==> config.mk <==
export PLATFORM = sky130hd
export DESIGN_NAME = max10_feeder
export DESIGN_NICKNAME = d
export VERILOG_FILES = /design/src/rtl/max10_feeder.sv
export SDC_FILE = /design/constraint.sdc
export NUM_CORES = 1
export LEC_CHECK = 0
export ABC_CLOCK_PERIOD_IN_PS = 27400
export CAP_MARGIN = 15
export CORE_MARGIN = 1.5
export CORE_UTILIZATION = 55
export CTS_CLUSTER_SIZE = 8
export DETAILED_ROUTE_END_ITERATION = 12
export PLACE_DENSITY = 0.76
export RECOVER_POWER = 25
export REMOVE_ABC_BUFFERS = 1
export SKIP_LAST_GASP = 1
export SLEW_MARGIN = 20
export SYNTH_ARGS = -nofsm -noshare
export SYNTH_HDL_FRONTEND = slang
export SYNTH_SLANG_ARGS = --single-unit
==> constraint.sdc <==
create_clock -name clk -period 27.4 [get_ports clk]
set_input_delay 5.48 -clock clk [delete_from_list [all_inputs] [get_ports clk]]
set_output_delay 5.48 -clock clk [all_outputs]
set_load 0.005 [all_outputs]
==> src/rtl/max10_feeder.sv <==
// max10_feeder: packs a stream of 32-bit scores into ten-slot frames for the
// downstream 10-input max unit. A frame closes on its tenth word or early on
// last_in; unfilled slots of a short frame carry PAD_VALUE.
module max10_feeder #(
    parameter logic [31:0] PAD_VALUE = 32'h8000_0000,
    parameter int unsigned CNT_W     = 16
) (
    input  logic             clk,
    input  logic             rst,
    input  logic             input_valid,
    input  logic [31:0]      d_in,
    input  logic             last_in,
    output logic             output_valid,
    output logic [31:0]      d_out_0,
    output logic [31:0]      d_out_1,
    output logic [31:0]      d_out_2,
    output logic [31:0]      d_out_3,
    output logic [31:0]      d_out_4,
    output logic [31:0]      d_out_5,
    output logic [31:0]      d_out_6,
    output logic [31:0]      d_out_7,
    output logic [31:0]      d_out_8,
    output logic [31:0]      d_out_9,
    output logic             short_frame,
    output logic [CNT_W-1:0] frame_count
);

    localparam int unsigned SLOTS     = 10;
    localparam logic [3:0]  LAST_SLOT = 4'd9;

    logic [3:0]       cnt_q, cnt_d;
    logic [31:0]      bank_q [SLOTS];
    logic [31:0]      bank_d [SLOTS];
    logic [31:0]      dout_q [SLOTS];
    logic [31:0]      dout_d [SLOTS];
    logic             valid_q, valid_d;
    logic             short_q, short_d;
    logic [CNT_W-1:0] fcnt_q, fcnt_d;
    logic             close;

    // Next-state: collect words into the bank, or on close assemble the output
    // vector from bank, the closing word and padding in a single step.
    always_comb begin
        cnt_d   = cnt_q;
        bank_d  = bank_q;
        dout_d  = dout_q;
        valid_d = 1'b0;
        short_d = short_q;
        fcnt_d  = fcnt_q;
        close   = input_valid && (last_in || (cnt_q == LAST_SLOT));

        if (close) begin
            // Bank entries at or above cnt_q may be stale from an earlier
            // frame; they are replaced by d_in or padding, never forwarded.
            for (int unsigned k = 0; k < SLOTS; k++) begin
                if (k < 32'(cnt_q)) begin
                    dout_d[k[3:0]] = bank_q[k[3:0]];
                end else if (k == 32'(cnt_q)) begin
                    dout_d[k[3:0]] = d_in;
                end else begin
                    dout_d[k[3:0]] = PAD_VALUE;
                end
            end
            valid_d = 1'b1;
            fcnt_d  = fcnt_q + CNT_W'(1);
            cnt_d   = '0;
            if (cnt_q != LAST_SLOT) begin
                short_d = 1'b1;
            end
        end else if (input_valid) begin
            bank_d[cnt_q] = d_in;
            cnt_d         = cnt_q + 4'd1;
        end
    end

    // State registers with asynchronous reset; a mid-frame reset discards
    // the partial frame.
    always_ff @(posedge clk or posedge rst) begin
        if (rst) begin
            cnt_q   <= '0;
            valid_q <= 1'b0;
            short_q <= 1'b0;
            fcnt_q  <= '0;
            for (int unsigned k = 0; k < SLOTS; k++) begin
                bank_q[k[3:0]] <= '0;
                dout_q[k[3:0]] <= '0;
            end
        end else begin
            cnt_q   <= cnt_d;
            valid_q <= valid_d;
            short_q <= short_d;
            fcnt_q  <= fcnt_d;
            for (int unsigned k = 0; k < SLOTS; k++) begin
                bank_q[k[3:0]] <= bank_d[k[3:0]];
                dout_q[k[3:0]] <= dout_d[k[3:0]];
            end
        end
    end

    assign output_valid = valid_q;
    assign short_frame  = short_q;
    assign frame_count  = fcnt_q;
    assign d_out_0      = dout_q[0];
    assign d_out_1      = dout_q[1];
    assign d_out_2      = dout_q[2];
    assign d_out_3      = dout_q[3];
    assign d_out_4      = dout_q[4];
    assign d_out_5      = dout_q[5];
    assign d_out_6      = dout_q[6];
    assign d_out_7      = dout_q[7];
    assign d_out_8      = dout_q[8];
    assign d_out_9      = dout_q[9];

endmodule

# ---- After elaboration in Yosys (flattened, before gate mapping)
# Cells that the tools add are included.
dict set report op_classes {
  n_lt_le_gt_ge 12
  n_mux 26
  n_bitwise 2
  n_eq_ne 11
  add_sub_neg 2
  reduce_logical 7
}
# operator n
set ops {}
lappend ops {{$mux 32} 21}
lappend ops {{$bwmux 320} 1}
lappend ops {{$demux 32 s4} 1}
lappend ops {{$add 16x1->16 const B} 1}
lappend ops {{$eq 3x4->1 const A} 4}
lappend ops {{$lt 3x4->1 const A} 4}
lappend ops {{$eq 2x4->1 const A} 2}
lappend ops {{$eq 4x4->1 const A} 2}
lappend ops {{$lt 1x4->1 const A} 2}
lappend ops {{$lt 2x4->1 const A} 2}
lappend ops {{$lt 4x4->1 const A} 2}
lappend ops {{$mux 4} 2}
lappend ops {{$ge 5x5->1 const B} 1}
lappend ops {{$lt 5x1->1 const B} 1}
lappend ops {{$not 4->5} 1}
lappend ops {{$add 4x1->4 const B} 1}
lappend ops {{$eq 1x4->1 const A} 1}
lappend ops {{$eq 4x4->1 const B} 1}
lappend ops {{$logic_not 4->1} 1}
lappend ops {{$ne 4x4->1 const B} 1}
lappend ops {{$reduce_and 2->1} 2}
lappend ops {{$logic_and 1x1->1} 2}
lappend ops {{$reduce_bool 2->1} 1}
lappend ops {{$logic_or 1x1->1} 1}
lappend ops {{2 further kinds} 2}
dict set report totals {
  output_inout_bits 338
  input_bits 36
  elab_cells 84
  ff_bits 662
}

# ---- Longest topological paths before layout
# Gate-level depths: netlist (run 1).
dict set report logic_depth {
  word_depth 6
  ltp_mapped 9
  mapped_depth_nobuf 6
}

# ---- Worst setup path before layout (run 1)
# No wires, ideal clock.
dict set report synth_path {
  path_type {in2reg}
  startpoint {in input_valid}
  endpoint {reg bank_q[128] (netlist bit)}
  slack_ps 20490
  t_arrival_ps 6785
  n_path_buf 2
  path_stages 6
  setup_time_ps 125
  t_required_ps 27275
  path_cell_list {buf_2 -> nor2b_1 -> nand2_1 -> nor2_1 -> buf_2 -> mux2_2}
}
dict set report synth_between {
  elab_chain_cells 3
}
# element line
set synth_rtl {}
lappend synth_rtl {{from (decl)} 10} ;# input logic input_valid,
lappend synth_rtl {{$logic_and 1x1->1} 50} ;# close = input_valid && (last_in || (cnt_q == LAST_SLOT));
lappend synth_rtl {{$not 1->1 (no line)} -}
lappend synth_rtl {{$reduce_and 2->1 (no line) (*)} -}
lappend synth_rtl {{to (signal, indexed assignment)} 94} ;# bank_q[k[3:0]] <= bank_d[k[3:0]];
lappend synth_rtl {{to (decl)} 32} ;# logic [31:0] bank_q [SLOTS];
# Mark *: on every way between the ends. The rest lies on a longest branch, timed or not.
# A chain may end at the register's enable or synchronous reset.

# ---- Worst setup path in the final report (run 1)
dict set report layout_path {
  startpoint {in last_in}
  endpoint {reg dout_q, in the netlist d_out_8[28]}
}
dict set report layout_between {
  elab_chain_cells 2
}
# element line
set layout_rtl {}
lappend layout_rtl {{from (decl)} 12} ;# input logic last_in,
lappend layout_rtl {{$logic_or 1x1->1} 50}
lappend layout_rtl {{$logic_and 1x1->1} 50}
lappend layout_rtl {{to (signal, indexed assignment)} 95} ;# dout_q[k[3:0]] <= dout_d[k[3:0]];
lappend layout_rtl {{to (decl)} 34} ;# logic [31:0] dout_q [SLOTS];
# No other way between the ends.

==> flow_summary.yaml, run 1 <==
outcome:
  status: "finished, violations left"
  violations: "capacitance limit, slew limit"
worst_setup_path:
  r2r_slack_ps: 18540
  critPathBufInv: 3
  rr_endpoint: "d_out_8[28]"
  critPathSlowestCell: "clkinvlp_2"
  worst-r2r-cell-count: 6
  crit_cells: 6
  crit_type: "in2reg"
  endpoint: "d_out_8[28]"
  cp_top_family: "buffers and inverters"
  crit_path_start: "last_in"
  slowest_delay_ps: 4560
  crit_arrival_ps: 13860
  crit_path_end_kind: "register"
  crit_required_ps: 27830
  reg2reg_from: "cnt_q[0]"
  crit_path_max_fanout: 176
  crit_chain: "dlygate4sd3_1 -> o21ai_0 -> clkinvlp_2 -> buf_4 -> nor2_1 -> a31oi_1"
  cp-start-kind: "input port"
power:
  p_leak_nw: 15.2
  power.density_nw_per_um2: 84.3
  peakVddDrop_v: 0.0000607
global_routing:
  antenna_found_initial: 0
  grtUsageTotal_pct: 30.3
  grt_pass1_wl_um: 123000
  gr-total-overflow: 0
  grt_pass1_vias: 21075
  grt_max_degree: 211
final_layout:
  largest_register_ffs: 320
  area_growth_pct: 22.7
  nets: 2760
  layout-drive-gt1-share_pct: 19.7
  stdcell_count: 3399
clock_network:
  cts_made_buffers: 92
  hold_buffers: 0
  cts_root_buf: "clkbuf_16"
  clk_latency_ps: 630
  cts_tree: "yes"
  clkTransAtPathRegs_ps: 50
  cts_sinks: 662
  h-tree-depth: 3
  cts_setup_buffers: 0
  cts.repair.resized: 0
  cts_buffer_depth: 3
synth:
  avgSynthCellArea_sq_um: 11.4
  ys_warn_count: 0
  synth_area_leader_cell: "dfrtp_1"
  synth_edf_count: 0
  synthTopCellsByArea: "dfrtp_1 (59%), mux2_2 (13%), nor2_1 (5.6%)"
  synth_flop_cell: "dfrtp_1"
  synth_top_area_share_pct: 58.8
  async_flop_share_pct: 100
  synth-seq-cells: 662
  synth.most_common_cell: "dfrtp_1"
  synth.distinct_cells: 49
  seq_area_frac_synth_pct: 58.8
  synthCells: 2467
  synth_commonest_cells: "dfrtp_1 (662), nor2_1 (419), mux2_2 (317)"
  synth_area_sq_um: 28200
die:
  initial_utilization_pct: 55.9
  io_pins: 374
  die_h_um: 229
  die_x_um: 229
  rows: 82
  core_area_sq_um: 50400
  die_area_sq_um: 52600
place:
  hpwl_um: 46900
  io_buffers: 373
  dp_cells: 3289
  gp_congestion: 0.798
routing:
  postRouteWirelength_um: 79300
  via_per_inst: 6.10
  routedWlPerCell_um: 23.3
  drt_pass1_iterations: 5
  drc_errors: 0
  drt-initial-drc-count: 1853
  vias: 20731
  ant_nets: 0
timing:
  post-route-min-period_ps: 13430
  finalClockSkew_ps: 14.7
  timing.fmax_mhz: 74.5
  finalSetupTns_ps: 0
  finalMaxSlewViolations: 416
  hold_ws_ps: 465
  slew_headroom_pct: -310
  setup_viol: 0
  rsz0062_at_grt: "false"
  final_hold_viol_count: 0
  worst_slew_pin_slew_ps: 6160
  min_period_over_period_pct: 49.0
flow_run:
  maxCapViolations: 4
worst_hold_path:
  worst_hold_path_type: "reg2reg"
[how the worst min path moves through the flow]
| stage | start | to | slack, ps | cells past startpoint |
|---|---|---|---|---|
| after floorplan | short_frame | short_frame | 450 | 1 |
| after global placement | short_frame | short_frame | 450 | 1 |
| after detailed placement | short_frame | short_frame | 450 | 1 |
| after CTS | short_frame | short_frame | 470 | 1 |
| after global routing | short_frame | short_frame | 480 | 1 |
| final | short_frame | short_frame | 470 | 1 |
[power by group]
group | leakage [nW] | switching, W | internal [W]
Sequential | 8.32 | 0.000142 | 0.00120
Combinational | 5.66 | 0.000258 | 0.000311
Clock | 1.20 | 0.000389 | 0.000614
[logic make-up (layout without fill, tap and decap cells)]
logic type | count (synthesis) | count (layout) | share of synthesized area (%)
compound gates | 341 | 341 | 9.89
xor+xnor | 15 | 15 | 0.493
fa+ha+maj | 6 | 6 | 0.267
buf+inv | 263 | 521 | 4.39
flops | 662 | 662 | 58.8
mux | 353 | 353 | 14.0
other cells | 0 | 2 | 0
simple gates | 827 | 827 | 12.2
[layout make-up]
type	count	area [sq um]
Sequential cell	662	16600
Fill cell	3645	15800
Inverter	10	40.0
Timing Repair Buffer	410	4170
Antenna cell	2	5.00
Clock buffer	101	2440
Tap cell	672	841
Multi-Input combinational cell	1542	10500
[stage by stage]
step | power [W] | setup slack [ps] | utilization (%) | cell area, sq um
after detailed placement | 0.00194 | 17570 | 63.4 | 31900
after global routing | 0.00304 | 12600 | 68.6 | 34500
after floorplan | 0.00162 | 3370 | - | 27000
final | 0.00291 | 13970 | 68.6 | 34600
after CTS | 0.00295 | 18230 | 68.3 | 34400
after global placement | 0.00190 | 17690 | 63.4 | 31900
[worst register-to-register path: stages (launching register included)]
cell        delay (ps)
dfrtp_2            710
nor4bb_4           320
o21ai_0            440
clkinvlp_2        4560
buf_4             2240
nor2_1             300
a31oi_1             90
[metal layers]
layer | share of wire, % | global-route usage (%) | vias to the layer above | wire, um
li1 | - | - | 9089 | -
met3 | 7.0 | 6.18 | 140 | 5560
met4 | 3.5 | 12.6 | 0 | 2740
met1 | 41 | 40.2 | 10679 | 32700
met5 | 0 | 0 | - | 0
met2 | 48 | 48.9 | 823 | 38300
[placed cells by master, fill, tap and decap left out, types with 60 or more instances in the layout]
cell	count
mux2_2	317
nor2_1	407
a221oi_1	66
dlygate4sd3_1	195
nand2_1	214
clkbuf_16	97
nand3_1	159
a31oi_1	155
dfrtp_1	660
clkdlybuf4s50_1	177
a221oi_2	60
Note: power is estimated with default switching activity, not from simulation.
==> run 2: changes to the inputs <==
- ABC_CLOCK_PERIOD_IN_PS: 27400 -> 11900
- CORE_UTILIZATION: 55 -> 50
- PLACE_DENSITY: 0.76 -> 0.72
- clock period: 27.4 -> 11.9 ns (I/O delays scaled with it)
==> flow_summary.yaml, run 2 (synthesized netlist as in run 1, its figures left out) <==
power:
  p_clk_share_pct: 34.3
  p_leak_nw: 15.0
  combinationalPowerShare_pct: 19.8
  power.density_nw_per_um2: 195
  swShare_pct: 26.9
  finalPower_w: 0.00672
  peakVddDrop_v: 0.000122
  p_int_w: 0.00491
  seq_power_share_pct: 45.9
  p_switching_w: 0.00181
worst_setup_path:
  cp-start-kind: "input port"
  crit_chain: "dlygate4sd3_1 -> clkinvlp_2 -> buf_4 -> buf_4"
  critPathSlowestCell: "clkinvlp_2"
  crit_cells: 4
  crit_required_ps: 12510
  slowest_delay_ps: 3040
  worst-r2r-cell-count: 7
  crit_path_end_kind: "async pin"
  crit_type: "in2async"
  cp_top_family: "buffers and inverters"
  critPathBufInv: 4
  crit_arrival_ps: 7800
  crit_path_max_fanout: 122
  cp_common_cell: "buf_4"
clock_network:
  cts_setup_buffers: 0
  clkTransAtPathRegs_ps: 50
  cts_made_buffers: 92
  hold_buffers: 0
  cts_root_buf: "clkbuf_16"
  clk_latency_ps: 620
  cts_buffer_depth: 3
  cts.repair.resized: 0
  cts_sinks: 662
  cts_tree: "yes"
  h-tree-depth: 3
timing:
  hold_ws_ps: 475
  min_period_over_period_pct: 60.4
  post-route-min-period_ps: 7190
  setup_viol: 0
  finalClockSkew_ps: 12.8
  finalMaxSlewViolations: 202
  slew_headroom_pct: -270
  timing.fmax_mhz: 139
  final_hold_viol_count: 0
  rsz0062_at_grt: "false"
  worst_slew_pin_slew_ps: 5520
global_routing:
  antenna_found_initial: 2
  grt_max_degree: 211
  grt_pass1_wl_um: 123000
  gr-total-overflow: 0
  grt_pass1_vias: 20862
  grtUsageTotal_pct: 27.9
routing:
  wl_met1_um: 33200
  drc_errors: 0
  wl_met3_um: 5340
  postRouteWirelength_um: 79800
  drt_pass1_iterations: 5
  via_per_inst: 5.88
  vias: 20430
  drt-initial-drc-count: 1711
  ant_nets: 0
  wl_met2_um: 38500
  topRoutingLayerUsed: "met4"
  routedWlPerCell_um: 23.0
final_layout:
  final_area_sq_um: 34500
  final_cell_mix: "dfrtp_1 (660), nor2_1 (407), mux2_2 (317)"
  regArea_sq_um: 16600
  area_growth_pct: 22.4
  fill_cells: 4376
  nets: 2759
  layout-drive-gt1-share_pct: 19.1
  multi_input_area_sq_um: 10400
  largest_register_ffs: 320
  layout_commonest_cell: "dfrtp_1"
outcome:
  violations: "capacitance limit, slew limit"
  status: "finished, violations left"
place:
  io_buffers: 373
  placed_cell_area_sq_um: 32000
  hpwl_um: 47800
  gp_congestion: 0.812
die:
  rows: 86
  die_h_um: 240
  io_pins: 374
  initial_utilization_pct: 50.8
  die_x_um: 240
  die_area_sq_um: 57800
  core_area_sq_um: 55400
worst_hold_path:
  hold_depth: 2
  worst_hold_path_type: "reg2reg"
flow_run:
  maxCapViolations: 2
## run 2: cell types whose count changed in the layout (fill, tap and decap cells not counted), sizes merged
cell / change
clkbuf: -2
inv: +1
diode: -1
clkinvlp: -1
dlygate4sd3: -108
buf: +2
clkdlybuf4s50: +106
## run 2: path summary, 6_finish.rpt
kind | startpoint | endpoint | slack (ps)
min in group asynchronous | rst | bank_q[106] | 3920
hold / removal | d_out_0[21] | d_out_0[21] | 480
max in group clk | last_in | d_out_5[31] | 4940
hold reg to reg | d_out_0[21] | d_out_0[21] | 480
setup reg to reg | cnt_q[3] | d_out_5[31] | 6280
setup / recovery | rst | bank_q[299] | 4710
## run 2: power groups by stage
stage / sequential (W) / combinational (W) / clock [W]
after global routing: 0.00314 / 0.00145 / 0.00245
after global placement: 0.00308 / 0.00131 / 0
after detailed placement: 0.00311 / 0.00135 / 0
after CTS: 0.00309 / 0.00136 / 0.00235
final: 0.00308 / 0.00133 / 0.00231
after floorplan: 0.00304 / 0.000675 / 0
## run 2: per-layer routing
layer	vias up	global-route usage (%)
li1	9063	-
met1	10548	37.1
met2	662	44.8
met3	157	5.75
met4	0	11.2
met5	-	0
## run 2: worst min-delay path, stage by stage (launching register included)
cell and delay, ps:
dfrtp_1 330, nand2_1 40, o21ai_0 60
## run 2: layout make-up
cell class / count / area share [%]
inverter: 10 / 0.134
timing repair buffer: 409 / 11.9
sequential: 662 / 48.1
clock buffer: 100 / 7.10
multi-input combinational: 1542 / 30.0
antenna: 1 / 0.00726
tap: 748 / 2.71
## run 2: through the flow
stage | cells | utilization, % | setup slack, ps | setup TNS [ps]
5_1_grt | 3471 | 62.2 | 3750 | 0
6_report | 3472 | 62.2 | 4710 | 0
2_1_floorplan | 2214 | - | -9030 | -7550680
4_1_cts | 3465 | 62.2 | 7070 | 0
3_3_place_gp | 3365 | 57.8 | 6440 | 0
3_5_place_dp | 3365 | 57.8 | 6420 | 0
